### config.mk
export PLATFORM = sky130hd
export DESIGN_NAME = bf16_to_sint24
export DESIGN_NICKNAME = d
export VERILOG_FILES = /design/src/rtl/bf16_pkg.sv /design/src/rtl/bf16_int_shift.sv /design/src/rtl/bf16_to_sint24.sv
export SDC_FILE = /design/constraint.sdc
export NUM_CORES = 1
export LEC_CHECK = 0
export ABC_AREA = 1
export CORE_MARGIN = 2
export CORE_UTILIZATION = 62
export CTS_CLUSTER_SIZE = 28
export DETAILED_ROUTE_END_ITERATION = 12
export PLACE_DENSITY = 0.87
export SETUP_SLACK_MARGIN = 0.15
export SYNTH_ARGS = -nofsm -noshare
export SYNTH_HDL_FRONTEND = slang
export SYNTH_HIERARCHICAL = 1
export SYNTH_SLANG_ARGS = --single-unit
### constraint.sdc
create_clock -name clk -period 6.5 [get_ports clk]
set_clock_uncertainty 0.1 [all_clocks]
set_input_delay 0.65 -clock clk [delete_from_list [all_inputs] [get_ports clk]]
set_output_delay 0.65 -clock clk [all_outputs]
set_load 0.01 [all_outputs]
### src/rtl/bf16_pkg.sv
// ============================================================================
// Module      : bf16_pkg
// Description : Shared bfloat16 field widths, value classes and packed layout.
// Revision    : 1.0 - initial release
// ============================================================================
`default_nettype none

package bf16_pkg;

    localparam int BF16_EXP_W = 8;
    localparam int BF16_MAN_W = 7;
    localparam int BF16_BIAS  = 127;

    typedef enum logic [1:0] {
        CLS_ZERO = 2'd0,
        CLS_NORM = 2'd1,
        CLS_INF  = 2'd2,
        CLS_NAN  = 2'd3
    } bf16_class_t;

    typedef struct packed {
        logic                  sign;
        logic [BF16_EXP_W-1:0] exp;
        logic [BF16_MAN_W-1:0] man;
    } bf16_t;

endpackage

`default_nettype wire

### src/rtl/bf16_int_shift.sv
// ============================================================================
// Module      : bf16_int_shift
// Description : Combinational shift, optional round, negate and saturate of a
//               decoded bf16 value. BF16_TO_SINT_RNE_EN selects round-to-
//               nearest-even; otherwise the magnitude truncates toward zero.
// Revision    : 1.0 - initial release
// ============================================================================
`default_nettype none

module bf16_int_shift
    import bf16_pkg::*;
#(
    parameter int OUT_W = 24
) (
    input  logic              sign_i,
    input  bf16_class_t       cls_i,
    input  logic signed [8:0] k_i,
    input  logic [7:0]        sig_i,
    output logic [OUT_W-1:0]  sint_o,
    output logic              ovf_o,
    output logic              nan_o
);

    localparam logic signed [8:0] c_K_SAT   = 9'(OUT_W - 1);
    localparam logic [OUT_W-1:0]  c_POS_MAX = {1'b0, {(OUT_W-1){1'b1}}};
    localparam logic [OUT_W-1:0]  c_NEG_MIN = {1'b1, {(OUT_W-1){1'b0}}};

    logic [3:0]       w_rsh;
    logic [4:0]       w_lsh;
    logic [7:0]       w_small;
    logic [OUT_W-1:0] w_mag;
    logic             w_sat;

    // Only meaningful inside their respective k ranges (-1..6 and 7..OUT_W-2).
    assign w_rsh = 4'(9'sd7 - k_i);
    assign w_lsh = 5'(k_i - 9'sd7);

`ifdef BF16_TO_SINT_RNE_EN
    logic [15:0] w_wide;
    logic        w_rnd_up;

    assign w_wide   = {sig_i, 8'h00} >> w_rsh;
    assign w_rnd_up = w_wide[7] & ((|w_wide[6:0]) | w_wide[8]);
    assign w_small  = w_wide[15:8] + {7'd0, w_rnd_up};
`else
    assign w_small  = sig_i >> w_rsh;
`endif

    always_comb begin
        w_mag = '0;
        w_sat = 1'b0;
        ovf_o = 1'b0;
        nan_o = 1'b0;
        unique case (cls_i)
            CLS_NAN: nan_o = 1'b1;
            CLS_INF: begin
                w_sat = 1'b1;
                ovf_o = 1'b1;
            end
            CLS_NORM: begin
                if (k_i >= c_K_SAT) begin
                    w_sat = 1'b1;
                    // -2^(OUT_W-1) itself is representable, so no overflow there.
                    ovf_o = !(sign_i && (k_i == c_K_SAT) && (sig_i[6:0] == 7'd0));
                end else if (k_i >= 9'sd7) begin
                    w_mag = OUT_W'(sig_i) << w_lsh;
                end else if (k_i >= -9'sd1) begin
                    w_mag = OUT_W'(w_small);
                end
            end
            default: ;
        endcase

        if (w_sat) begin
            sint_o = sign_i ? c_NEG_MIN : c_POS_MAX;
        end else begin
            sint_o = sign_i ? (-w_mag) : w_mag;
        end
    end

endmodule

`default_nettype wire

### src/rtl/bf16_to_sint24.sv
// ============================================================================
// Module      : bf16_to_sint24
// Description : Two-stage valid/ready bfloat16 to signed integer converter
//               with saturation and NaN flag. Define BF16_TO_SINT_RNE_EN for
//               round-to-nearest-even instead of truncation.
// Revision    : 1.0 - initial release
// ============================================================================
`default_nettype none

module bf16_to_sint24
    import bf16_pkg::*;
#(
    parameter int OUT_W = 24
) (
    input  logic             clk,
    input  logic             rst_n,
    input  logic             in_valid,
    output logic             in_ready,
    input  logic [15:0]      bf16_in,
    output logic             out_valid,
    input  logic             out_ready,
    output logic [OUT_W-1:0] sint_out,
    output logic             ovf,
    output logic             nan
);

    bf16_t             w_in;
    logic              w_s1_en;
    logic              w_s2_en;

    bf16_class_t       cls_d;
    logic signed [8:0] k_d;
    logic [7:0]        sig_d;

    logic              s1_valid_q;
    logic              s1_sign_q;
    bf16_class_t       s1_cls_q;
    logic signed [8:0] s1_k_q;
    logic [7:0]        s1_sig_q;

    logic [OUT_W-1:0]  sint_d;
    logic              ovf_d;
    logic              nan_d;

    logic              s2_valid_q;
    logic [OUT_W-1:0]  sint_q;
    logic              ovf_q;
    logic              nan_q;

    assign w_in     = bf16_in;
    assign w_s2_en  = !s2_valid_q || out_ready;
    assign w_s1_en  = !s1_valid_q || w_s2_en;
    assign in_ready = w_s1_en;

    // Denormals flush to zero.
    always_comb begin
        cls_d = CLS_NORM;
        if (w_in.exp == '0) begin
            cls_d = CLS_ZERO;
        end else if (w_in.exp == '1) begin
            cls_d = (w_in.man == '0) ? CLS_INF : CLS_NAN;
        end
    end

    assign k_d   = $signed({1'b0, w_in.exp}) - $signed(9'(BF16_BIAS));
    assign sig_d = {1'b1, w_in.man};

    bf16_int_shift #(
        .OUT_W (OUT_W)
    ) u_shift (
        .sign_i (s1_sign_q),
        .cls_i  (s1_cls_q),
        .k_i    (s1_k_q),
        .sig_i  (s1_sig_q),
        .sint_o (sint_d),
        .ovf_o  (ovf_d),
        .nan_o  (nan_d)
    );

    always_ff @(posedge clk or negedge rst_n) begin
        if (!rst_n) begin
            s1_valid_q <= 1'b0;
            s1_sign_q  <= 1'b0;
            s1_cls_q   <= CLS_ZERO;
            s1_k_q     <= '0;
            s1_sig_q   <= '0;
            s2_valid_q <= 1'b0;
            sint_q     <= '0;
            ovf_q      <= 1'b0;
            nan_q      <= 1'b0;
        end else begin
            if (w_s1_en) begin
                s1_valid_q <= in_valid;
                if (in_valid) begin
                    s1_sign_q <= w_in.sign;
                    s1_cls_q  <= cls_d;
                    s1_k_q    <= k_d;
                    s1_sig_q  <= sig_d;
                end
            end
            if (w_s2_en) begin
                s2_valid_q <= s1_valid_q;
                if (s1_valid_q) begin
                    sint_q <= sint_d;
                    ovf_q  <= ovf_d;
                    nan_q  <= nan_d;
                end
            end
        end
    end

    assign out_valid = s2_valid_q;
    assign sint_out  = sint_q;
    assign ovf       = ovf_q;
    assign nan       = nan_q;

endmodule

`default_nettype wire

---- Yosys cells after proc, flatten, opt, wreduce, memory -nomap -nowiden ----
Cells that the tools add are included.
word-level totals
  bits of input ports ..................... 20
  register bits after elaboration ......... 48
  word-level logic and storage cells ...... 50
cells by class
  shift-type cells ........................ 2
  equal/unequal tests ..................... 5
  multiplexer cells ....................... 15
  order comparisons ....................... 3
  reduce and logical (&&, ||, !) cells .... 12
  $add $sub $neg .......................... 4
operators by type and width
  operator                                                           count
  two-way mux 24 bit                                                 6
  negation 24 bit                                                    1
  left shift 8 x 5 -> 24 bit                                         1
  logical NOT 7 bit                                                  2
  == test 9 x 6 -> 1 bit, second input constant                      1
  greater-or-equal comparator 9 x 1 -> 1 bit, second input constant  1
  greater-or-equal comparator 9 x 4 -> 1 bit, second input constant  1
  greater-or-equal comparator 9 x 6 -> 1 bit, second input constant  1
  subtractor 8 x 7 -> 9 bit, second input constant                   1
  == test 8 bit, second input constant                               1
  logical NOT 8 bit                                                  1
  two-way mux 8 bit                                                  1
  right shift 8 x 4 -> 8 bit                                         1
  subtractor 5 x 4 -> 5 bit, second input constant                   1
  == test 2 bit, second input constant                               2
  two-way mux 1 bit                                                  4
  two-way mux 2 bit                                                  2
  case mux 1 bit (2 select lines)                                    2
  AND reduction 2 bit                                                2
  subtractor 4 bit, first input constant                             1
  logical NOT 1 bit                                                  3
  == test 2 x 1 -> 1 bit, second input constant                      1
  logical AND 1 bit                                                  2
  logical OR 1 bit                                                   2

---- Depth between registers and ports, before layout ----
Gate-level depths: netlist of run 1.
  depth after elaboration ................. 9
  gate-level depth with buffers ........... 26
  mapped depth without buffers ............ 24

---- By module ----
Netlist of run 1, hierarchy kept.
by module, submodules not included
  module          cells each  area each (um2)  times used
  bf16_int_shift  463         2274.7           1
  bf16_to_sint24  247         2117.0           1

---- Worst setup path before layout of run 1 ----
OpenSTA, ideal clock, no wires.
  path type ............................... register to register
  start point ............................. reg s1_k_q[0]
  end point ............................... reg sint_q[22], in the netlist sint_out[22]
  clock period less this slack ............ 2.923 ns
  required time ........................... 6.283 ns
  setup slack ............................. 3.577 ns
  path buffers ............................ 1
  cell stages (with the launch flop) ...... 25
  arrival time ............................ 2.706 ns
  path through ............................ dfrtp_1 -> ha_1 -> nand2_2 -> nor2_1 -> nand2_1 -> inv_1 -> ha_1 -> nand3_1 -> nand3_4 -> nand2_1 -> nand2_1 -> o21ai_2 -> ha_1 -> nand3_1 -> nor2_2 -> nand2_1 -> o21ai_2 -> buf_6 -> nand3_1 -> nand2_1 -> nand2_1 -> nand2_1 -> nand2_1 -> nand3_1 -> nand2_1
on the way
  longest elaborated chain between the ends .. 9
  elaborated cells between the ends (all ways) .. 16
  those cells by class .................... add/sub: 3; order compare: 3; shift: 2; mux: 8
RTL lines
  element                     line                   source
  start, declared             bf16_to_sint24.sv:38   logic signed [8:0] s1_k_q;
  start signal, assigned      bf16_to_sint24.sv:97   s1_k_q <= k_d;
  subtractor 4 bit            bf16_int_shift.sv:35   assign w_rsh = 4'(9'sd7 - k_i);
  right shift 8 x 4 -> 8 bit  bf16_int_shift.sv:46   assign w_small = sig_i >> w_rsh;
  two-way mux 8 bit           bf16_int_shift.sv:67   end else if (k_i >= -9'sd1) begin
  two-way mux 24 bit          bf16_int_shift.sv:65   end else if (k_i >= 9'sd7) begin
  two-way mux 24 bit          bf16_int_shift.sv:61   if (k_i >= c_K_SAT) begin
  two-way mux 24 bit          bf16_int_shift.sv:54   unique case (cls_i)
  negation 24 bit             bf16_int_shift.sv:77   sint_o = sign_i ? (-w_mag) : w_mag;
  two-way mux 24 bit          bf16_int_shift.sv:77
  two-way mux 24 bit *        bf16_int_shift.sv:74   if (w_sat) begin
  net sint_d[22]              bf16_to_sint24.sv:41   logic [OUT_W-1:0] sint_d;
  end signal, assigned        bf16_to_sint24.sv:104  sint_q <= sint_d;
  end, declared               bf16_to_sint24.sv:46   logic [OUT_W-1:0] sint_q;
Mark *: on every way through the listed nets, which the timed path passes. The rest lies on a longest branch.
A chain may end at the register's enable or synchronous reset.

---- Worst setup path in the final report of run 1 ----
  start point ............................. reg s1_k_q[1]
  end point ............................... reg sint_q[16], in the netlist sint_out[16]
The elaborated chain is that of the path after synthesis.

==> results of run 1 <==
## power by group
part           total [mW]  internal (mW)  switching (mW)  leakage, nW
combinational       0.910          0.360           0.550         1.99
clock               0.226          0.116           0.110       0.0583
sequential          0.468          0.386          0.0826        0.601
total                1.60          0.861           0.743         2.65
## cells in the final DEF, fill, tap and decap left out, types with 5 or more instances in the layout
cell type	netlist	routed
nand2_1	284	284
a21oi_1	14	14
inv_1	51	51
o21ai_0	25	25
inv_2	7	7
nor2_2	8	8
xor2_1	5	5
dfrtp_1	48	48
xnor2_1	8	8
nor2_1	60	60
nand3_2	7	7
clkdlybuf4s50_1	0	46
clkbuf_8	0	5
nand2_2	15	15
ha_1	8	8
nand4_1	10	10
o21ai_2	5	5
nand3_1	96	96
o21ai_1	8	8
## logic make-up (layout without fill, tap and decap cells)
family                   count (synthesis)  in the layout
adder cells (fa/ha/maj)                  8              8
flip-flops                              48             48
AO/OA/AOI/OAI                           56             56
buffers and inverters                   88            116
AND/OR/NAND/NOR                        497            497
XOR/XNOR                                13             13
## registers in the layout, summed over array words and instances, names as in the netlist
signal and flops:
s1_k_q 9, ovf 1, nan 1, sint_out 24
s1_cls_q 2, s1_sign_q 1, out_valid 1, s1_valid_q 1
s1_sig_q 8
## critical path: stages, from the launching register on
cell and delay (ns):
dfrtp_1 0.57, ha_1 0.28, nand2_2 0.09, nand2_1 0.09, xor2_1 0.65, inv_1 0.41, nor3_1 0.32, o21ai_2 0.12
ha_1 0.22, nand3_1 0.10, nor2_2 0.05, nand2_1 0.08, o21ai_2 0.15, nand3_1 0.15, nand2_1 0.06, nand2_1 0.06
nand2_1 0.05, nand2_1 0.08, nand3_1 0.09, nand2_1 0.12
## metrics by stage
step	hold slack [ns]	total power, mW	std cells	area, µm²
3_5_place_dp	0.358	1.37	826	4780
5_1_grt	0.393	1.74	834	4890
4_1_cts	0.380	1.60	834	4890
6_report	0.373	1.60	834	4890
3_3_place_gp	0.353	1.34	826	4780
2_1_floorplan	0.254	1.09	710	4390
## area by class of cell
cell class / count / area, µm² / area share
Sequential cell: 48 / 1200 / 0.245
Multi-Input combinational cell: 574 / 2760 / 0.563
Clock buffer: 5 / 68.8 / 0.0141
Clock inverter: 3 / 47.5 / 0.00971
Tap cell: 96 / 120 / 0.0245
Timing Repair Buffer: 47 / 465 / 0.0951
Inverter: 61 / 234 / 0.0478
## metal layers
metal  global-route usage  vias to the layer above  part of all wire
met3               0.0500                       42             0.057
li1                     -                     2310                 -
met1                0.371                     2143              0.40
met2                0.572                      220              0.50
met5                    0                        -                 0
met4                0.134                        0             0.037
## final timing paths
path / to / slack (ns)
setup reg to reg: sint_out[16] / 2.59
hold / removal: sint_out[9] / 0.37
hold reg to reg: sint_out[9] / 0.37
setup / recovery: sint_out[16] / 2.59
min in group asynchronous: sint_out[2] / 0.41
max in group asynchronous: s1_sig_q[5] / 5.23
==> qor.yml, run 1 <==
outcome:
  status: "finished clean"
clock_network:
  tritoncts: "built"
  post-cts-setup-buffer-count: 0
  insertion_delay_ns: 0.31
  cts.htree.levels: 2
  clock_root_cell: "clkbuf_8"
  post_cts_resize_count: 0
  clkSinkCount: 48
  cts_buffers: 5
  clockBufferDepth: 2
  post_cts_hold_buffer_count: 0
  worst_setup_hold_path_clk_slew_ns: 0.10
synth:
  synth_common_cells: "nand2_1 (284), nand3_1 (96), nor2_1 (60)"
  yosys.area_share.xor_xnor: 0.0259
  synth-seq-cells: 48
  synthTopCellsByArea: "dfrtp_1 (27%), nand2_1 (24%), nand3_1 (11%)"
  number_of_synthesis_warnings: 6
  synth_sequential_area_ratio: 0.274
  yosysUniqueCellTypes: 38
  synthArstFlopShare: 1.00
  synth_compound_gate_area_share: 0.0726
  synth_adder_area_share: 0.0228
  most_frequently_used_cell_type_in_the_post_synthesis_netlist: "nand2_1"
  mappedNetlistArea_mm2: 0.00439
  netlist.area_leader.share: 0.274
  avgSynthCellArea_um2: 6.19
  ys.flop_type: "dfrtp_1"
  synth_cells: 710
  synthDominantAreaCellType: "dfrtp_1"
  synth_mux_area_frac: 0
  synth-simple-area-share: 0.507
  synthesis.nets: 738
  synth_top_family_by_area: "simple AND/OR/NAND/NOR gates"
  synth_edf_count: 0
min_path:
  worst_hold_path_stage_count: 2
  holdCritStartpoint: "sint_out[9]"
  hold_path_class: "reg -> reg"
setup_path:
  setup.worst_path.class: "reg -> reg"
  arrival_ns: 4.06
  crit_fanout: 14
  crit_path_start: "s1_k_q[1]"
  worstSetupStartpointType: "flop"
  worst_r2r_startpoint: "s1_k_q[1]"
  required_ns: 6.65
  timing.critical_path.to_type: "flop"
  r2r_cells: 19
pwr:
  worst_ir_drop_on_vdd_uv: 186
  total_power_per_unit_cell_area_mw_per_mm2: 328
  p_leak_nw: 2.65
floorplan:
  placeable_core_region_mm2: 0.00683
  pin_count: 48
  start_util: 0.643
  die_y_um: 88.2
  floorplan.die_area_mm2: 0.00777
  std_cell_rows: 30
  die_width_um: 88.2
global_route:
  globalRouteOverflowTotal: 0
  grt_first_pass_wirelength_mm: 19.6
  pin_count_of_the_biggest_net_entering_global_routing: 49
  vias_in_the_first_global_route: 4349
  grt_use_total: 0.317
  grt_antenna_before_repair: 0
final_layout:
  fin_nets: 765
  fill_cell_count: 581
  utilization: 0.716
  area_growth_pct: 11.5
  n_antenna_cell: 0
  post_route_cells_drive_above_1_share: 0.0867
timing:
  setup_ws_ns: 2.59
  setup-violations-final: 0
  achievable-frequency_ghz: 0.256
  rsz_0062_raised_after_global_routing: "false"
  worst_pin_slew_ns: 1.07
  totalNegativeSetupSlack_ns: 0
  min_period_over_period: 0.602
  timing.max_slew.rel_slack: 0.284
  timing.final.hold_violations: 0
  min_period_ns: 3.91
  slew_viol_final: 0
run:
  max_cap_viol_count: 0
place:
  buffer_ports.inserted: 47
  gpl_wtd_cong: 1.00
  detailedPlace.worstSlack_ns: 2.66
  dp_hpwl_mm: 9.31
route:
  detailroute.via_count: 4715
  dr.pass1.iters: 6
  drtAntennaViolNets: 0
  wl_per_cell_um: 14.1
  iteration_0_drc_count_of_the_detailed_router: 354
  detail_route.vias_per_cell: 5.65
  drc: 0
  sum_of_routed_wire_length_over_all_layers_mm: 11.8
Power figures use the tool's default switching activity.
==> inputs of run 2 (changes only) <==
--- a/config.mk
+++ b/config.mk
@@ -7,10 +7,10 @@
 export LEC_CHECK = 0
 export ABC_AREA = 1
 export CORE_MARGIN = 2
-export CORE_UTILIZATION = 62
+export CORE_UTILIZATION = 52
 export CTS_CLUSTER_SIZE = 28
 export DETAILED_ROUTE_END_ITERATION = 12
-export PLACE_DENSITY = 0.87
+export PLACE_DENSITY = 0.77
 export SETUP_SLACK_MARGIN = 0.15
 export SYNTH_ARGS = -nofsm -noshare
 export SYNTH_HDL_FRONTEND = slang
==> constraint.sdc (replaced) <==
create_clock -name clk -period 3.57 [get_ports clk]
set_clock_uncertainty 0.1 [all_clocks]
set_input_delay 0.357 -clock clk [delete_from_list [all_inputs] [get_ports clk]]
set_output_delay 0.357 -clock clk [all_outputs]
set_load 0.01 [all_outputs]
==> run 2 against run 1 <==
  * Final cell count is 2.8% higher
  * First-iteration DRC count is 44% lower
  * Clock power increased by 52%
  * Wire length rose by 0.37%
  * Sequential share of layout area shrank 0.53 points
  * Global-route usage is 4.9 points lower
  * Sequential cell count did not move
  * Final area is 2.4% higher
  * Combinational power up 90%
  * Via count shrank 3.6%
  * Critical endpoint is now sint_out[10]
  * Highest routed layer unchanged
==> qor.yml, run 2 (synthesized netlist as in run 1, its figures left out) <==
route:
  detail_route.vias_per_cell: 5.31
  drc: 0
  dr.pass1.iters: 5
  iteration_0_drc_count_of_the_detailed_router: 197
  wl_per_cell_um: 13.8
  detailroute.via_count: 4547
  sum_of_routed_wire_length_over_all_layers_mm: 11.8
  drtAntennaViolNets: 0
setup_path:
  cpMaxStageDelayCell: "dfrtp_1"
  crit_path_start: "s1_k_q[0]"
  arrival_ns: 3.30
  crit_path_end: "sint_out[10]"
  timing.reg2reg.setup_slack_ns: 0.42
  worstReg2RegEnd: "sint_out[10]"
  required_ns: 3.72
  worstPathCellList: "buf_4, nand3_2, nand2_2, nand2_1, nand3_2, nor2_2, nand2_2, inv_4, nand2_2, o21ai_1, inv_1, ha_2, nand3_1, nor2_2, nand2_2, o21ai_4, buf_4, buf_4, xnor2_1, o21ai_1, nand3_1, nand2_1"
  setup.worst_path.class: "reg -> reg"
  crit_fanout: 12
  worst_r2r_startpoint: "s1_k_q[0]"
  worstSetupStartpointType: "flop"
  r2r_cells: 22
  critical_path.most_common_cell: "nand2_2"
  slowest_delay_ns: 0.39
  timing.critical_path.to_type: "flop"
final_layout:
  post_route_cells_drive_above_1_share: 0.112
  final_cell_mix: "nand2_1 (283), nand3_1 (95), nor2_1 (59)"
  area_growth_pct: 14.2
  fill_cell_count: 841
  layout_commonest_cell: "nand2_1"
  largest_register_ffs: 24
  n_antenna_cell: 0
  fin_nets: 779
floorplan:
  die_width_um: 95.9
  die_y_um: 95.9
  std_cell_rows: 33
  placeable_core_region_mm2: 0.00822
  start_util: 0.534
  floorplan.die_area_mm2: 0.00920
  pin_count: 48
global_route:
  grt_use_total: 0.268
  vias_in_the_first_global_route: 4221
  grt_first_pass_wirelength_mm: 19.4
  grt_antenna_before_repair: 0
  globalRouteOverflowTotal: 0
  pin_count_of_the_biggest_net_entering_global_routing: 41
outcome:
  status: "finished clean"
clock_network:
  insertion_delay_ns: 0.30
  post_cts_hold_buffer_count: 0
  clkSinkCount: 48
  cts.htree.levels: 2
  clockBufferDepth: 2
  clock_root_cell: "clkbuf_8"
  worst_setup_hold_path_clk_slew_ns: 0.09
  cts_buffers: 5
  tritoncts: "built"
place:
  dp_hpwl_mm: 9.29
  gpl_wtd_cong: 0.921
  buffer_ports.inserted: 47
timing:
  worst_pin_slew_ns: 0.929
  holdWs_ns: 0.0861
  timing.max_slew.rel_slack: 0.381
  setup-violations-final: 0
  slew_viol_final: 0
  min_period_over_period: 0.883
  rsz_0062_raised_after_global_routing: "false"
  totalNegativeSetupSlack_ns: 0
  min_period_ns: 3.15
  timing.final.hold_violations: 0
  achievable-frequency_ghz: 0.317
min_path:
  hold_path_class: "in -> async"
pwr:
  total_power_per_unit_cell_area_mw_per_mm2: 576
  worst_ir_drop_on_vdd_uv: 215
  p_leak_nw: 2.69
run:
  max_cap_viol_count: 0
run 2: cell count changes in the layout (fill, tap and decap cells not counted), sizes merged:
cell      change
bufinv        -1
inv           -1
clkinvlp      +1
clkinv        -2
buf          +14
clkbuf        +3
run 2: layer usage:
layer	routed length (µm)	track usage	share of wire	vias to the layer above
met5	0	0	0	-
met4	466	0.108	0.039	0
met3	399	0.0368	0.034	31
met2	5780	0.476	0.49	118
met1	5160	0.326	0.44	2052
li1	-	-	-	2346
run 2: worst min-delay path by stage:
stage	startpoint	to	cells past startpoint
detailed placement	sint_out[12]	sint_out[12]	2
CTS	rst_n	sint_out[12]	1
global placement	sint_out[21]	sint_out[21]	2
finish	rst_n	sint_out[5]	1
floorplan	rst_n	nan	0
global route	rst_n	sint_out[5]	1
run 2: cell type report:
class,count,area [µm²],share of cell area
multi-input combinational,574,2780,0.555
sequential,48,1200,0.240
timing repair buffer,61,568,0.113
inverter,61,240,0.0479
tap,105,131,0.0262
clock buffer,8,90.1,0.0180
run 2: power by group:
group | switching, mW | internal [mW] | total, mW
clock | 0.184 | 0.159 | 0.343
combinational | 1.03 | 0.703 | 1.73
sequential | 0.116 | 0.704 | 0.819
run 2: worst max-delay path: cells and delay by family, from the launching register on:
kind / cells / cell delay [ns]
adders and majority gates: 1 / 0.18
buffers and inverters: 5 / 0.74
DFF: 1 / 0.39
xor gates and xnor gates: 1 / 0.11
and+or+nand+nor: 12 / 1.21
AOI/OAI and AO/OA: 3 / 0.37
run 2: stage by stage:
step / instances / utilization / instance area, µm² / setup slack, ns / power [mW]
after floorplan: 710 / - / 4390 / 0.647 / 1.99
after global placement: 846 / 0.593 / 4870 / 0.389 / 2.49
after detailed placement: 846 / 0.593 / 4870 / 0.276 / 2.52
after CTS: 854 / 0.604 / 4960 / 0.276 / 2.87
after global routing: 857 / 0.610 / 5010 / 0.137 / 3.17
final: 857 / 0.610 / 5010 / 0.419 / 2.89
run 2: what timing repair did:
item,in CTS,in global routing
gates resized for setup,0,11
setup buffers,0,3
endpoints found under the setup margin,0,7
==> inputs of run 3 (changes only) <==
--- a/config.mk
+++ b/config.mk
@@ -7,10 +7,10 @@
 export LEC_CHECK = 0
 export ABC_AREA = 1
 export CORE_MARGIN = 2
-export CORE_UTILIZATION = 52
+export CORE_UTILIZATION = 58
 export CTS_CLUSTER_SIZE = 28
 export DETAILED_ROUTE_END_ITERATION = 12
-export PLACE_DENSITY = 0.77
+export PLACE_DENSITY = 0.82
 export SETUP_SLACK_MARGIN = 0.15
 export SYNTH_ARGS = -nofsm -noshare
 export SYNTH_HDL_FRONTEND = slang
==> constraint.sdc (replaced) <==
create_clock -name clk -period 3.04 [get_ports clk]
set_clock_uncertainty 0.1 [all_clocks]
set_input_delay 0.304 -clock clk [delete_from_list [all_inputs] [get_ports clk]]
set_output_delay 0.304 -clock clk [all_outputs]
set_load 0.01 [all_outputs]
==> run 3 against run 2 <==
  * The flow now finishes with violations (negative setup slack)
  * Combinational power is 41% higher
  * Register-to-register slack got worse by 0.42 ns
  * Count of clock-buffer cells in the layout is 3 lower
  * Core utilization rose by 16 points
  * First-iteration DRC count grew 72%
  * Via count grew 11%
  * Total power is 31% higher
  * Sequential share of layout area fell by 2.7 points
  * Final area up 13%
  * Highest routed layer unchanged
==> qor.yml, run 3 (synthesized netlist as in run 1, its figures left out) <==
setup_path:
  worst_r2r_startpoint: "s1_k_q[0]"
  worstReg2RegEnd: "sint_out[20]"
  required_ns: 3.15
  setup.worst_path.class: "reg -> reg"
  timing.critical_path.to_type: "flop"
  crit_path_end: "sint_out[20]"
  crit_fanout: 11
  crit_path_start: "s1_k_q[0]"
  cpMaxStageDelayCell: "dfrtp_1"
  worstPathCellList: "ha_4, buf_4, inv_1, nor2_1, nor2_1, nand2_1, nand2_2, inv_2, nand2_4, inv_2, buf_4, nand2_1, nand2_2, nor2_2, nand2_4, o21ai_4, nand3_2, nand2_2, nand2_1, nand2_1, nand2_1, nand3_2, nand2_1"
  slowest_delay_ns: 0.43
  timing.reg2reg.setup_slack_ns: -0.005
  arrival_ns: 3.16
  r2r_cells: 23
  critical_path.most_common_cell: "nand2_1"
  worstSetupStartpointType: "flop"
final_layout:
  final_cell_mix: "nand2_1 (271), nand3_1 (82), nor2_1 (56)"
  largest_register_ffs: 24
  final_cell_count_no_fill: 895
  fin_nets: 824
  layout_commonest_cell: "nand2_1"
  post_route_cells_drive_above_1_share: 0.216
  n_antenna_cell: 0
  area_growth_pct: 28.5
floorplan:
  pin_count: 48
  die_width_um: 91.0
  start_util: 0.602
  floorplan.die_area_mm2: 0.00828
  placeable_core_region_mm2: 0.00729
  die_y_um: 91.0
  std_cell_rows: 31
timing:
  timing.max_slew.rel_slack: 0.306
  slew_viol_final: 0
  setup_ws_ns: -0.00458
  setup-violations-final: 1
  achievable-frequency_ghz: 0.328
  holdWs_ns: 0.0648
  min_period_ns: 3.04
  min_period_over_period: 1.00
  totalNegativeSetupSlack_ns: -0.00458
  worst_pin_slew_ns: 1.04
  timing.final.hold_violations: 0
  rsz_0062_raised_after_global_routing: "true"
clock_network:
  worst_setup_hold_path_clk_slew_ns: 0.09
  clock_root_cell: "clkbuf_8"
  clockBufferDepth: 2
  cts_buffers: 5
  tritoncts: "built"
  insertion_delay_ns: 0.31
  cts.htree.levels: 2
  clkSinkCount: 48
  post_cts_hold_buffer_count: 0
route:
  drc: 0
  dr.pass1.iters: 5
  sum_of_routed_wire_length_over_all_layers_mm: 13.4
  wl_per_cell_um: 15.0
  drtAntennaViolNets: 0
  detail_route.vias_per_cell: 5.64
  iteration_0_drc_count_of_the_detailed_router: 338
  detailroute.via_count: 5045
global_route:
  grt_antenna_before_repair: 0
  grt_first_pass_wirelength_mm: 20.6
  vias_in_the_first_global_route: 4611
  grt_use_total: 0.301
  pin_count_of_the_biggest_net_entering_global_routing: 49
  globalRouteOverflowTotal: 0
min_path:
  hold_path_class: "in -> async"
place:
  placed_cells: 862
  dp_hpwl_mm: 9.52
  detailedPlace.worstSlack_ns: -0.126
  gpl_wtd_cong: 0.991
  buffer_ports.inserted: 47
pwr:
  power.total_mw: 3.79
  worst_ir_drop_on_vdd_uv: 319
  p_leak_nw: 3.00
  total_power_per_unit_cell_area_mw_per_mm2: 672
outcome:
  status: "finished with violations"
  violations: "negative setup slack"
run:
  max_cap_viol_count: 0
## run 3: changes by cell type in the layout (fill, tap and decap cells not counted), moves of 7 or more
cell	previous run	this run
nand3_2	8	19
nor2_4	2	9
nand3_1	95	82
buf_4	13	52
nand2_1	283	271
## run 3: worst min path at each step
stage                 start      endpoint  slack, ns  cells after the start
2_1_floorplan         rst_n           nan      -0.09                      0
3_3_place_gp    sint_out[1]   sint_out[1]       0.35                      2
3_5_place_dp   sint_out[18]  sint_out[18]       0.36                      2
4_1_cts               rst_n   sint_out[0]       0.10                      1
5_1_grt               rst_n   sint_out[0]       0.17                      1
6_report              rst_n   sint_out[5]       0.06                      1
## run 3: per-stage QoR
| stage | utilization | instance area (µm²) |
|---|---|---|
| 6_report | 0.774 | 5640 |
| 5_1_grt | 0.774 | 5640 |
| 3_5_place_dp | 0.693 | 5050 |
| 4_1_cts | 0.715 | 5210 |
| 2_1_floorplan | - | 4420 |
| 3_3_place_gp | 0.693 | 5050 |
## run 3: what timing repair did
action                     CTS  global route
resized for setup           14            63
setup endpoints to repair   10            22
buffers inserted             2            21
pin swaps                   11            26
cloned                       1             2
## run 3: worst max-delay path: cells and delay by family, from the launching register on
kind                       cells  cell delay, ns
DFF                            1            0.43
buffers and inverters          5            0.48
and+or+nand+nor               16            1.47
AOI/OAI and AO/OA              1            0.28
adders and majority gates      1            0.19
## run 3: where the power goes
| part | internal, mW | switching (mW) | total [mW] |
|---|---|---|---|
| sequential | 0.826 | 0.146 | 0.972 |
| combinational | 1.03 | 1.41 | 2.44 |
| clock | 0.156 | 0.226 | 0.383 |
| total | 2.01 | 1.78 | 3.79 |
## run 3: cell type report
class                      instances  area, µm²
clock inverter                     2       12.5
timing repair buffer             104        915
multi-input combinational        576       3080
sequential                        48       1200
fill                             587       1650
inverter                          61        240
clock buffer                       5       68.8
tap                               99        124
## run 3: routing by layer
layer / global-route usage / share of wire
met5: 0 / 0
met4: 0.150 / 0.042
met3: 0.0324 / 0.052
met2: 0.544 / 0.52
met1: 0.352 / 0.39
